**src/rtl/efuse_seq_ctrl.sv**
```systemverilog
// ---------------------------------------------------------------------------
// efuse_seq_ctrl
//   eFuse access sequencer between reg_ctrl/PMU and the eFuse read/write macro
//   drivers. Supports power-up autoload of the full array into a shadow
//   register, manual word read, password-gated word write with optional
//   read-back verify, and a manual blank check. Each macro access has a
//   programmable timeout, and errors are reported in a sticky status field.
//
// Ports
//   clk, rst_n              clock, asynchronous active-low reset
//   pmu_efuse_start         autoload request pulse (wins over rg_efuse_start)
//   rg_efuse_mode           0=read 1=write 2=blank check 3=reserved
//   rg_efuse_start          manual start pulse
//   rg_efuse_read_sel       manual read word index
//   rg_efuse_write_sel      manual write word index
//   rg_efuse_password       write key
//   rg_efuse_wdata          write data
//   rg_efuse_verify_en      read back the word after a write
//   rg_efuse_timeout        max wait cycles per access, 0 = no timeout
//   rg_efuse_rdata          last manual or verify read data
//   rg_efuse_done           sticky manual-op done
//   rg_efuse_err            sticky {verify_fail, pwd_reject, timeout}
//   rg_efuse_no_blank       array contains a nonzero bit
//   efuse_shadow            autoloaded array image
//   efuse_autoload_done     sticky autoload complete
//   efuse_autoload_vld      one-cycle pulse at autoload completion
//   efuse_busy              sequencer not idle
//   efuse_read_sel/read_start/read_done/read_data      read macro handshake
//   efuse_write_sel/write_start/write_done/write_data  write macro handshake
// ---------------------------------------------------------------------------
module efuse_seq_ctrl #(
    parameter int          TOTAL_BITS = 256,
    parameter int          NR         = 64,
    parameter int          NW         = 64,
    parameter logic [15:0] PASSWORD   = 16'h55AA,
    parameter int          TW         = 12,
    localparam int         NRD        = TOTAL_BITS / NR,
    localparam int         NWD        = TOTAL_BITS / NW,
    localparam int         RSW        = (NRD > 1) ? $clog2(NRD) : 1,
    localparam int         WSW        = (NWD > 1) ? $clog2(NWD) : 1
) (
    input  logic                  clk,
    input  logic                  rst_n,
    input  logic                  pmu_efuse_start,
    input  logic [1:0]            rg_efuse_mode,
    input  logic                  rg_efuse_start,
    input  logic [RSW-1:0]        rg_efuse_read_sel,
    input  logic [WSW-1:0]        rg_efuse_write_sel,
    input  logic [15:0]           rg_efuse_password,
    input  logic [NW-1:0]         rg_efuse_wdata,
    input  logic                  rg_efuse_verify_en,
    input  logic [TW-1:0]         rg_efuse_timeout,
    output logic [NR-1:0]         rg_efuse_rdata,
    output logic                  rg_efuse_done,
    output logic [2:0]            rg_efuse_err,
    output logic                  rg_efuse_no_blank,
    output logic [TOTAL_BITS-1:0] efuse_shadow,
    output logic                  efuse_autoload_done,
    output logic                  efuse_autoload_vld,
    output logic                  efuse_busy,
    output logic [RSW-1:0]        efuse_read_sel,
    output logic [WSW-1:0]        efuse_write_sel,
    output logic                  read_start,
    input  logic                  read_done,
    input  logic [NR-1:0]         read_data,
    output logic                  write_start,
    input  logic                  write_done,
    output logic [NW-1:0]         write_data
);

    typedef enum logic [2:0] {
        S_IDLE, S_RD_REQ, S_RD_WAIT, S_WR_REQ, S_WR_WAIT, S_VF_REQ, S_VF_WAIT, S_FINISH
    } state_t;

    typedef enum logic [1:0] {OP_AUTO, OP_RD, OP_BLANK, OP_WR} op_t;

    localparam bit VF_OK = (NR == NW);

    state_t                  state_reg;
    op_t                     op_reg;
    logic [RSW-1:0]          cnt_reg;
    logic [TW-1:0]           tmo_cnt_reg;
    logic                    nb_acc_reg;
    logic                    vf_en_reg;
    logic [WSW-1:0]          wr_sel_reg;
    logic [NW-1:0]           write_data_reg;
    logic [RSW-1:0]          read_sel_reg;
    logic                    read_start_reg;
    logic                    write_start_reg;
    logic [NR-1:0]           rdata_reg;
    logic                    done_reg;
    logic [2:0]              err_reg;
    logic                    no_blank_reg;
    logic [TOTAL_BITS-1:0]   shadow_reg;
    logic                    autoload_done_reg;
    logic                    autoload_vld_reg;
    logic                    busy_reg;

    // Done edge detectors: one history flop per done line; the rising edge
    // is registered so the FSM consumes it the cycle after the edge. Read
    // data is captured on the edge so a pulse-style macro may drop it later.
    logic          rd_done_d1_reg;
    logic          wr_done_d1_reg;
    logic          rd_take_reg;
    logic          wr_take_reg;
    logic [NR-1:0] rd_data_reg;

    always_ff @(posedge clk or negedge rst_n) begin
        if (!rst_n) begin
            rd_done_d1_reg <= 1'b0;
            wr_done_d1_reg <= 1'b0;
            rd_take_reg    <= 1'b0;
            wr_take_reg    <= 1'b0;
            rd_data_reg    <= '0;
        end else begin
            rd_done_d1_reg <= read_done;
            wr_done_d1_reg <= write_done;
            rd_take_reg    <= read_done & ~rd_done_d1_reg;
            wr_take_reg    <= write_done & ~wr_done_d1_reg;
            if (read_done && !rd_done_d1_reg) begin
                rd_data_reg <= read_data;
            end
        end
    end

    // Verify only makes sense when read and write words line up one-to-one.
    logic           vf_fail;
    logic [RSW-1:0] wr_sel_as_rd;

    if (VF_OK) begin : g_vf
        assign vf_fail      = (rd_data_reg & write_data_reg) != write_data_reg;
        assign wr_sel_as_rd = wr_sel_reg;
    end else begin : g_no_vf
        assign vf_fail      = 1'b0;
        assign wr_sel_as_rd = '0;
    end

    logic tmo_hit;
    logic last_word;
    assign tmo_hit   = (rg_efuse_timeout != '0) && (tmo_cnt_reg == rg_efuse_timeout);
    assign last_word = (cnt_reg == RSW'(NRD - 1));

    always_ff @(posedge clk or negedge rst_n) begin
        if (!rst_n) begin
            state_reg         <= S_IDLE;
            op_reg            <= OP_AUTO;
            cnt_reg           <= '0;
            tmo_cnt_reg       <= '0;
            nb_acc_reg        <= 1'b0;
            vf_en_reg         <= 1'b0;
            wr_sel_reg        <= '0;
            write_data_reg    <= '0;
            read_sel_reg      <= '0;
            read_start_reg    <= 1'b0;
            write_start_reg   <= 1'b0;
            rdata_reg         <= '0;
            done_reg          <= 1'b0;
            err_reg           <= 3'b000;
            no_blank_reg      <= 1'b0;
            shadow_reg        <= '0;
            autoload_done_reg <= 1'b0;
            autoload_vld_reg  <= 1'b0;
            busy_reg          <= 1'b0;
        end else begin
            read_start_reg   <= 1'b0;
            write_start_reg  <= 1'b0;
            autoload_vld_reg <= 1'b0;
            case (state_reg)
                S_IDLE: begin
                    if (pmu_efuse_start) begin
                        op_reg       <= OP_AUTO;
                        cnt_reg      <= '0;
                        read_sel_reg <= '0;
                        nb_acc_reg   <= 1'b0;
                        busy_reg     <= 1'b1;
                        state_reg    <= S_RD_REQ;
                    end else if (rg_efuse_start) begin
                        case (rg_efuse_mode)
                            2'd0: begin
                                op_reg       <= OP_RD;
                                read_sel_reg <= rg_efuse_read_sel;
                                done_reg     <= 1'b0;
                                err_reg      <= 3'b000;
                                busy_reg     <= 1'b1;
                                state_reg    <= S_RD_REQ;
                            end
                            2'd1: begin
                                if (rg_efuse_password == PASSWORD) begin
                                    op_reg         <= OP_WR;
                                    write_data_reg <= rg_efuse_wdata;
                                    wr_sel_reg     <= rg_efuse_write_sel;
                                    vf_en_reg      <= rg_efuse_verify_en;
                                    done_reg       <= 1'b0;
                                    err_reg        <= 3'b000;
                                    busy_reg       <= 1'b1;
                                    state_reg      <= S_WR_REQ;
                                end else begin
                                    // Rejected writes never leave IDLE.
                                    err_reg[1] <= 1'b1;
                                    done_reg   <= 1'b1;
                                end
                            end
                            2'd2: begin
                                op_reg       <= OP_BLANK;
                                cnt_reg      <= '0;
                                read_sel_reg <= '0;
                                nb_acc_reg   <= 1'b0;
                                done_reg     <= 1'b0;
                                err_reg      <= 3'b000;
                                busy_reg     <= 1'b1;
                                state_reg    <= S_RD_REQ;
                            end
                            default: ;
                        endcase
                    end
                end

                S_RD_REQ: begin
                    read_start_reg <= 1'b1;
                    tmo_cnt_reg    <= '0;
                    state_reg      <= S_RD_WAIT;
                end

                S_RD_WAIT: begin
                    if (rd_take_reg) begin
                        case (op_reg)
                            OP_AUTO: begin
                                shadow_reg[int'(cnt_reg)*NR +: NR] <= rd_data_reg;
                                nb_acc_reg <= nb_acc_reg | (|rd_data_reg);
                            end
                            OP_BLANK: nb_acc_reg <= nb_acc_reg | (|rd_data_reg);
                            default:  rdata_reg  <= rd_data_reg;
                        endcase
                        if ((op_reg == OP_AUTO || op_reg == OP_BLANK) && !last_word) begin
                            cnt_reg      <= cnt_reg + 1'b1;
                            read_sel_reg <= cnt_reg + 1'b1;
                            state_reg    <= S_RD_REQ;
                        end else begin
                            state_reg <= S_FINISH;
                        end
                    end else if (tmo_hit) begin
                        // Remaining autoload words are abandoned here.
                        err_reg[0] <= 1'b1;
                        state_reg  <= S_FINISH;
                    end else begin
                        tmo_cnt_reg <= tmo_cnt_reg + 1'b1;
                    end
                end

                S_WR_REQ: begin
                    write_start_reg <= 1'b1;
                    tmo_cnt_reg     <= '0;
                    state_reg       <= S_WR_WAIT;
                end

                S_WR_WAIT: begin
                    if (wr_take_reg) begin
                        state_reg <= (vf_en_reg && VF_OK) ? S_VF_REQ : S_FINISH;
                    end else if (tmo_hit) begin
                        err_reg[0] <= 1'b1;
                        state_reg  <= S_FINISH;
                    end else begin
                        tmo_cnt_reg <= tmo_cnt_reg + 1'b1;
                    end
                end

                S_VF_REQ: begin
                    read_start_reg <= 1'b1;
                    read_sel_reg   <= wr_sel_as_rd;
                    tmo_cnt_reg    <= '0;
                    state_reg      <= S_VF_WAIT;
                end

                S_VF_WAIT: begin
                    if (rd_take_reg) begin
                        rdata_reg <= rd_data_reg;
                        // A written 1 that reads back 0 is an unblown fuse.
                        if (vf_fail) begin
                            err_reg[2] <= 1'b1;
                        end
                        state_reg <= S_FINISH;
                    end else if (tmo_hit) begin
                        err_reg[0] <= 1'b1;
                        state_reg  <= S_FINISH;
                    end else begin
                        tmo_cnt_reg <= tmo_cnt_reg + 1'b1;
                    end
                end

                S_FINISH: begin
                    case (op_reg)
                        OP_AUTO: begin
                            autoload_done_reg <= 1'b1;
                            autoload_vld_reg  <= 1'b1;
                            no_blank_reg      <= nb_acc_reg;
                        end
                        OP_BLANK: begin
                            no_blank_reg <= nb_acc_reg;
                            done_reg     <= 1'b1;
                        end
                        default: done_reg <= 1'b1;
                    endcase
                    busy_reg  <= 1'b0;
                    state_reg <= S_IDLE;
                end

                default: begin
                    busy_reg  <= 1'b0;
                    state_reg <= S_IDLE;
                end
            endcase
        end
    end

    assign rg_efuse_rdata      = rdata_reg;
    assign rg_efuse_done       = done_reg;
    assign rg_efuse_err        = err_reg;
    assign rg_efuse_no_blank   = no_blank_reg;
    assign efuse_shadow        = shadow_reg;
    assign efuse_autoload_done = autoload_done_reg;
    assign efuse_autoload_vld  = autoload_vld_reg;
    assign efuse_busy          = busy_reg;
    assign efuse_read_sel      = read_sel_reg;
    assign efuse_write_sel     = wr_sel_reg;
    assign read_start          = read_start_reg;
    assign write_start         = write_start_reg;
    assign write_data          = write_data_reg;

endmodule
```
**config.mk**
```make
export PLATFORM = sky130hd
export DESIGN_NAME = efuse_seq_ctrl
export DESIGN_NICKNAME = d
export VERILOG_FILES = /design/src/rtl/efuse_seq_ctrl.sv
export SDC_FILE = /design/constraint.sdc
export NUM_CORES = 1
export LEC_CHECK = 0
export ABC_AREA = 0
export CORE_AREA = 3 3 238 240
export CTS_CLUSTER_SIZE = 28
export DETAILED_ROUTE_END_ITERATION = 6
export DIE_AREA = 0 0 241 243
export PLACE_DENSITY = 0.66
export REMOVE_ABC_BUFFERS = 1
export SYNTH_ARGS = -nofsm -noshare
export SYNTH_HDL_FRONTEND = slang
export SYNTH_SLANG_ARGS = --single-unit
```
**constraint.sdc**
```tcl
create_clock -name clk -period 3.7 [get_ports clk]
set_clock_uncertainty 0.2 [all_clocks]
set_input_delay 0.925 -clock clk [delete_from_list [all_inputs] [get_ports clk]]
set_output_delay 0.925 -clock clk [all_outputs]
set_load 0.01 [all_outputs]
```
==> results of run 1 <==
==> path summary, 6_finish.rpt <==
check,start,endpoint,slack [ns],cells after the start
worst max-delay path,rd_data_reg[47],rg_efuse_err[2],0.66,6
worst min-delay path,wr_done_d1_reg,wr_take_reg,0.19,1
worst max register to register,rd_data_reg[47],rg_efuse_err[2],0.66,6
worst min register to register,wr_done_d1_reg,wr_take_reg,0.19,1
max in group asynchronous,rst_n,efuse_shadow[82],2.27,2
min in group asynchronous,rst_n,efuse_shadow[105],0.20,1
==> area by class of cell <==
class	count	area, um^2
Antenna cell	5	12.51
Clock buffer	81	1541
Clock inverter	13	126.4
Fill cell	4817	26370
Inverter	25	93.84
Multi-Input combinational cell	1276	7462
Sequential cell	487	12190
Tap cell	704	880.8
Timing Repair Buffer	619	6206
==> cell usage in the layout, fill, tap and decap left out, types with 5 or more instances in the layout <==
cell and instances:
a2111oi_0 14, a21oi_1 20, buf_12 11, buf_4 42
clkbuf_1 17, clkbuf_16 53, clkbuf_8 11, clkdlybuf4s50_1 565
clkinv_2 8, dfrtp_1 487, diode_2 5, ha_1 11
inv_1 25, mux2_2 138, mux2_4 30, nand2_1 552
nand3_1 5, nand4_1 17, nor2_1 14, nor2b_1 51
nor3_1 7, nor4_1 23, o211ai_1 5, o21ai_0 304
o31ai_1 7, or3_1 6, or4_1 6, xnor2_1 12
==> routing by layer <==
layer  routed length, um  global-route usage, %
met1               28950                  30.67
met2               35860                  41.22
met3                5727                  6.317
met4                2153                  7.926
met5                  31                      0
==> power breakdown <==
| part | internal [mW] | switching [mW] | leakage [nW] |
|---|---|---|---|
| clock network | 2.99 | 2.13 | 0.825 |
| logic | 2.21 | 2.42 | 4.91 |
| registers | 6.16 | 0.798 | 6.47 |
==> cell families (layout without fill, tap and decap cells) <==
kind of cell | count (synthesis) | count (layout) | share of synthesized area, %
compound gates | 369 | 369 | 9.903
flops | 487 | 487 | 60.40
simple gates | 715 | 715 | 15.48
xor+xnor | 12 | 12 | 0.5209
buf+inv | 144 | 738 | 3.032
mux | 169 | 169 | 9.984
fa+ha+maj | 11 | 11 | 0.6821
other cells | 0 | 5 | 0
==> metrics by stage <==
stage / cell area, um^2 / cells / setup TNS, ns
after floorplan: 19660 / 1788 / -384.53
after global placement: 26830 / 3111 / 0
after detailed placement: 26830 / 3111 / 0
after CTS: 28500 / 3205 / 0
after global routing: 28510 / 3209 / 0
final: 28510 / 3210 / 0
==> impl_metrics.json, run 1 <==
{
  "grt-ovfl-total": 0,
  "grt_pass1_vias": 16875,
  "htreeDepth": 2,
  "post-route-period-util_pct": 82.05,
  "vias_per_cell": 5.161,
  "wirelength_mm": 72.72,
  "synth_area_per_cell_um2": 10.58,
  "worst_slack_ns": 0.6640,
  "grt.total_usage_pct": 24.47,
  "critPathBufInv": 1,
  "antenna_found_initial": 6,
  "clk_latency_ns": 0.59,
  "place_ws_ns": 0.2229,
  "clk_pin_slew_ns": 0.06,
  "synth_flop_cell": "dfrtp_1",
  "floorplan.initialDensity_pct": 36.77,
  "largest_reg_flops": 256,
  "worstMarginPinSlew_ns": 1.010,
  "drt.antenna.violating_nets": 0,
  "p_leak_nw": 12.20,
  "rows": 86,
  "grt_max_degree": 90,
  "synthTopCellsByArea": "dfrtp_1 (60%), nand2_1 (10%), mux2_2 (7.7%), o21ai_0 (7.5%), mux2_4 (2.2%)",
  "ir_drop_mv": 0.4974,
  "dp.final_hpwl_mm": 51.10,
  "yosysSeqAreaShare_pct": 60.40,
  "drc_errors": 0,
  "power_mw": 16.72,
  "cp-start-kind": "flop",
  "path_class": "flop to flop",
  "gp_congestion": 0.9070,
  "ios": 567,
  "ys_top_cells_by_count": "nand2_1 (556), dfrtp_1 (487), o21ai_0 (304)",
  "hold_class": "flop to flop",
  "max_stage_delay_ns": 0.87,
  "cts.sink_count": 487,
  "core-area_um2": 54880,
  "arrival_ns": 3.28,
  "status": "complete, no violations",
  "ys_warn_count": 0,
  "critPathSlowestCell": "a2111oi_0",
  "synth_top_cell_by_area": "dfrtp_1",
  "vias": 16568,
  "root_buffer": "clkbuf_16",
  "worstPathCellList": "nor2b_1 > a2111oi_0 > buf_4 > nand4_1 > nor4_1 > o21ai_0",
  "async_flop_share_pct": 100.0,
  "first_pass_iters": 5,
  "maxCapViolations": 0,
  "cts_buffers": 52,
  "slew_headroom_pct": 30.91,
  "ys_types": 51,
  "hold_viol": 0,
  "hold-worst-slack_ns": 0.1854,
  "synth_seq_cells": 487,
  "layout-drive-gt1-share_pct": 12.91,
  "ctsResizeCount": 0,
  "wl_per_cell_um": 22.65,
  "netlist_area_um2": 20180,
  "slew_violations": 0,
  "grt_pass1_wl_mm": 109.0,
  "cts_setup_buffers": 0,
  "die_w_um": 241,
  "drt_iter0_markers": 1128,
  "powerDensity_nw_per_um2": 586.3,
  "die_y_um": 243,
  "dieArea_um2": 58560,
  "crit_fanout": 8,
  "max_freq_ghz": 0.3294,
  "cts_tree": "built",
  "port_buffers": 566,
  "cp-end-kind": "flop",
  "rsz0062_at_grt": "no",
  "synth_edf_count": 0,
  "critPathRequiredTime_ns": 3.94,
  "final_util_pct": 51.95,
  "area_growth_pct": 41.30,
  "yosysMostFrequentCell": "nand2_1",
  "synth_cells": 1907,
  "crit_family": "compound AO/OA/AOI/OAI gates",
  "fin_crit_ns": 3.036,
  "synthDominantCellAreaShare_pct": 60.40,
  "finalNetCount": 2641,
  "cts_buffer_depth": 3,
  "hold_buffers": 0,
  "setup_viol": 0
}
(Power assumes the default switching activity.)
==> run 2: changes to the inputs <==
PLACE_DENSITY = 0.68   (was 0.66)
clock period = 2.45 ns   (was 3.7 ns; I/O delays follow)
==> impl_metrics.json, run 2 (same netlist as run 1, synthesis figures left out) <==
{
  "worst_slack_ns": 0.04029,
  "final_common_cell": "clkdlybuf4s50_1",
  "max_freq_ghz": 0.4150,
  "grt-ovfl-total": 0,
  "crit_family": "buffers and inverters",
  "crit_fanout": 3,
  "hold_viol": 0,
  "drt_iter0_markers": 1210,
  "ff2ff_setup_slack_ns": 0.12,
  "ios": 567,
  "critPathBufInv": 1,
  "critPathSlowestCell": "clkdlybuf4s50_1",
  "cp-end-kind": "output pin",
  "power_frac_comb_pct": 29.4,
  "powerDensity_nw_per_um2": 891.7,
  "maxCapViolations": 0,
  "first_pass_iters": 5,
  "status": "complete, no violations",
  "grt.total_usage_pct": 25.17,
  "vias_per_cell": 5.129,
  "max_stage_delay_ns": 0.57,
  "post-route-period-util_pct": 98.36,
  "slew_violations": 0,
  "worstPathCellList": "clkdlybuf4s50_1",
  "wirelength_mm": 74.73,
  "mostFrequentLayoutCells": "clkdlybuf4s50_1 (555), nand2_1 (552), dfrtp_1 (470)",
  "swShare_pct": 31.96,
  "grt_pass1_wl_mm": 111.1,
  "antenna_found_initial": 3,
  "arrival_ns": 1.60,
  "critPathRequiredTime_ns": 1.64,
  "pwr-share-seq_pct": 39.4,
  "largest_reg_flops": 256,
  "gp_congestion": 0.8824,
  "area_growth_pct": 46.45,
  "htreeDepth": 2,
  "p_int_mw": 17.93,
  "p_leak_nw": 12.83,
  "place_area_um2": 27590,
  "grt_pass1_vias": 17091,
  "floorplan.initialDensity_pct": 36.77,
  "cts_buffer_depth": 3,
  "rsz0062_at_grt": "yes",
  "cts_tree": "built",
  "power.switching_mw": 8.422,
  "root_buffer": "clkbuf_16",
  "drt.antenna.violating_nets": 0,
  "vias": 16849,
  "dp.final_hpwl_mm": 53.64,
  "place_ws_ns": -0.4481,
  "worstMarginPinSlew_ns": 0.6295,
  "finalInstanceArea_um2": 29550,
  "die_y_um": 243,
  "core-area_um2": 54880,
  "cts.sink_count": 487,
  "hold_class": "flop to flop",
  "fin_crit_ns": 2.410,
  "cts_buffers": 54,
  "layout-drive-gt1-share_pct": 16.75,
  "slew_headroom_pct": 56.94,
  "grt_max_degree": 85,
  "path_class": "flop to output pin",
  "dieArea_um2": 58560,
  "finalNetCount": 2714,
  "power_frac_clock_pct": 31.3,
  "die_w_um": 241,
  "setup_viol": 0,
  "wl_per_cell_um": 22.75,
  "port_buffers": 566,
  "clk_latency_ns": 0.60,
  "drc_errors": 0,
  "rows": 86,
  "ir_drop_mv": 0.6909,
  "cp-start-kind": "flop",
  "clk_pin_slew_ns": 0.07
}
## run 2: changes by cell type in the layout (fill, tap and decap cells not counted), moves of 6 or more
cell             before  now
buf_4                42   93
dfrtp_1             487  470
buf_12               11   30
dfrtp_2               0   17
a2111oi_0            14    7
dlygate4sd2_1         0    6
clkdlybuf4s50_1     565  555
## run 2: through the flow
| stage | TNS [ns] | hold slack [ns] | power [mW] | std cells | utilization (%) |
|---|---|---|---|---|---|
| 2_1_floorplan | -895.18 | 0.1169 | 12.81 | 1788 | - |
| 3_3_place_gp | -33.26 | 0.1957 | 18.00 | 3181 | 50.28 |
| 3_5_place_dp | -34.28 | 0.1960 | 18.18 | 3181 | 50.28 |
| 4_1_cts | 0 | 0.2112 | 26.46 | 3283 | 53.66 |
| 5_1_grt | -0.007588 | 0.2233 | 27.54 | 3284 | 53.84 |
| 6_report | 0 | 0.2099 | 26.35 | 3285 | 53.85 |
## run 2: path summary, 6_finish.rpt
| check | from | to | cells past startpoint |
|---|---|---|---|
| min in group asynchronous | rst_n | rg_efuse_rdata[60] | 2 |
| min reg2reg | wr_done_d1_reg | wr_take_reg | 1 |
| max reg2reg | cnt_reg[0] | efuse_shadow[156] | 6 |
| max in group asynchronous | rst_n | rd_data_reg[53] | 3 |
| max | write_data[59] | write_data[59] | 1 |
| min | wr_done_d1_reg | wr_take_reg | 1 |
## run 2: repair_timing
item / in CTS / in global routing
endpoints found under the setup margin: 11 / 8
endpoints found under the hold margin: 18 / 0
gates resized for setup: 19 / 31
hold buffers: 1 / 0
setup buffers: 0 / 0
pin swaps: 0 / 3
## run 2: final cells by class
cell class | instances | area, um^2
Clock inverter | 21 | 222.7
Multi-Input combinational cell | 1276 | 7567
Timing Repair Buffer | 690 | 6982
Clock buffer | 80 | 1590
Tap cell | 704 | 880.8
Inverter | 25 | 93.84
Fill cell | 4674 | 25330
Antenna cell | 2 | 5.005
Sequential cell | 487 | 12210
## run 2: power by group through the flow
| stage | Sequential (mW) | Combinational (mW) | Clock [mW] |
|---|---|---|---|
| after floorplan | 10.6 | 2.17 | 0 |
| after detailed placement | 10.5 | 7.69 | 0 |
| final | 10.4 | 7.74 | 8.24 |
| after global routing | 10.5 | 8.30 | 8.71 |
| after CTS | 10.4 | 7.73 | 8.38 |
| after global placement | 10.4 | 7.58 | 0 |
## run 2: worst register-to-register path, stage by stage (launching register included)
cell and delay, ns:
dfrtp_1 0.34, inv_1 0.14, ha_1 0.50, nor3b_2 0.41, buf_12 0.28, nand2_1 0.21
o21ai_0 0.17
## run 2: routing by layer
layer / part of all wire, % / vias to the layer above / global-route usage, %
met2: 48 / 684 / 41.41
met3: 8.4 / 149 / 6.681
met5: 0.013 / - / 0
met4: 3.5 / 2 / 8.330
met1: 40 / 8305 / 32.22
li1: - / 7709 / -
==> run 3: changes to the inputs <==
PLACE_DENSITY = 0.66   (was 0.68)
RECOVER_POWER = 25   (was unset)
clock period = 2.5 ns   (was 2.45 ns; I/O delays follow)
==> impl_metrics.json, run 3 (same netlist as run 1, synthesis figures left out) <==
{
  "power_frac_clock_pct": 30.4,
  "critPathRequiredTime_ns": 1.67,
  "power_frac_comb_pct": 29.5,
  "worstMarginPinSlew_ns": 1.167,
  "hold_viol": 0,
  "status": "complete, no violations",
  "grt.total_usage_pct": 25.16,
  "largest_reg_flops": 256,
  "finalInstanceArea_um2": 29290,
  "arrival_ns": 1.63,
  "drt_iter0_markers": 1181,
  "wl_per_cell_um": 22.83,
  "antenna_found_initial": 3,
  "gp_congestion": 0.8693,
  "cts_tree": "built",
  "max_freq_ghz": 0.4073,
  "die_y_um": 243,
  "vias": 16942,
  "powerDensity_nw_per_um2": 866.0,
  "post-route-period-util_pct": 98.20,
  "worstPathCellList": "clkdlybuf4s50_1",
  "clk_pin_slew_ns": 0.06,
  "ios": 567,
  "dp.cells": 3185,
  "p_leak_nw": 12.62,
  "final_common_cell": "clkdlybuf4s50_1",
  "layout-drive-gt1-share_pct": 16.03,
  "mostFrequentLayoutCells": "clkdlybuf4s50_1 (561), nand2_1 (552), dfrtp_1 (473)",
  "nFillCells": 4791,
  "area_growth_pct": 45.18,
  "cp-start-kind": "flop",
  "vias_per_cell": 5.161,
  "swShare_pct": 32.28,
  "finalNetCount": 2719,
  "rows": 86,
  "first_pass_iters": 5,
  "cts_buffer_depth": 3,
  "place_area_um2": 27640,
  "grt_max_degree": 79,
  "grt-ovfl-total": 0,
  "path_class": "flop to output pin",
  "rsz0062_at_grt": "yes",
  "maxCapViolations": 0,
  "setup_viol": 0,
  "power.switching_mw": 8.189,
  "htreeDepth": 2,
  "clk_latency_ns": 0.61,
  "crit_family": "buffers and inverters",
  "grt_pass1_wl_mm": 110.8,
  "crit_fanout": 3,
  "ir_drop_mv": 0.6609,
  "root_buffer": "clkbuf_16",
  "crit_cells": 1,
  "dieArea_um2": 58560,
  "drt.antenna.violating_nets": 0,
  "pwr-share-seq_pct": 40.1,
  "p_int_mw": 17.18,
  "die_w_um": 241,
  "cts_buffers": 53,
  "port_buffers": 566,
  "reg2reg_depth": 7,
  "tns_ns": 0,
  "floorplan.initialDensity_pct": 36.77,
  "power_mw": 25.37,
  "wirelength_mm": 74.94,
  "fin_crit_ns": 2.455,
  "max_stage_delay_ns": 0.60,
  "slew_headroom_pct": 22.22,
  "hold-path-cell-count": 1,
  "core-area_um2": 54880,
  "final_cells": 3283,
  "cp-end-kind": "output pin",
  "hold-worst-slack_ns": 0.2069,
  "slew_violations": 0,
  "critPathSlowestCell": "clkdlybuf4s50_1",
  "hold_class": "flop to flop",
  "drc_errors": 0,
  "grt_pass1_vias": 17190,
  "cts.sink_count": 487,
  "dp.final_hpwl_mm": 53.62,
  "critPathBufInv": 1
}
==> run 3: changes by cell type in the layout (fill, tap and decap cells not counted), moves of 5 or more <==
cell | previous run | this run
buf_4 | 93 | 86
buf_12 | 30 | 21
clkdlybuf4s50_1 | 555 | 561
clkbuf_1 | 13 | 23
clkinv_2 | 12 | 6
dlygate4sd2_1 | 6 | 1
==> run 3: timing repair <==
action                                 4_1_cts  5_1_grt
setup endpoints to repair                    5        6
gates cloned                                 0        0
pin swaps                                    0        4
hold buffers                                 1        0
resized for setup                           13       25
setup buffers                                0        2
endpoints found under the hold margin       21        0
==> run 3: power groups by stage <==
stage / clock, mW / sequential (mW) / combinational [mW]
floorplan: 0 / 10.4 / 2.13
global placement: 0 / 10.3 / 7.40
detailed placement: 0 / 10.3 / 7.50
CTS: 7.87 / 10.2 / 7.54
global route: 8.18 / 10.3 / 8.04
finish: 7.71 / 10.2 / 7.48
==> run 3: area by class of cell <==
| type | instances | area [um^2] | share of cell area [%] |
|---|---|---|---|
| clock buffer | 76 | 1533 | 5.232 |
| multi-input combinational | 1276 | 7540 | 25.74 |
| inverter | 25 | 93.84 | 0.3203 |
| antenna | 3 | 7.507 | 0.02563 |
| sequential | 487 | 12200 | 41.66 |
| timing repair buffer | 696 | 6864 | 23.43 |
| tap | 704 | 880.8 | 3.007 |
| clock inverter | 16 | 170.2 | 0.5809 |
==> run 3: through the flow <==
stage,setup slack [ns],utilization (%)
2_1_floorplan,-2.465,-
5_1_grt,-0.003122,53.38
3_3_place_gp,-0.7862,50.34
4_1_cts,-0.04323,53.54
3_5_place_dp,-0.5493,50.36
6_report,0.04509,53.38
==> run 3: final timing paths <==
| check | start | endpoint | slack, ns |
|---|---|---|---|
| max | write_data[54] | write_data[54] | 0.05 |
| min | wr_done_d1_reg | wr_take_reg | 0.21 |
| max reg2reg | rd_data_reg[53] | rg_efuse_err[2] | 0.09 |
| min reg2reg | wr_done_d1_reg | wr_take_reg | 0.21 |
| max in group asynchronous | rst_n | rd_data_reg[40] | 0.29 |
| min in group asynchronous | rst_n | efuse_shadow[241] | 0.35 |
==> run 3: metal layers <==
layer / vias to the layer above / track usage (%) / share of wire [%]
met2: 662 / 41.81 / 48
met4: 0 / 9.701 / 3.8
met5: - / 0 / 0
met3: 151 / 6.488 / 7.9
met1: 8410 / 31.40 / 40
li1: 7719 / - / -
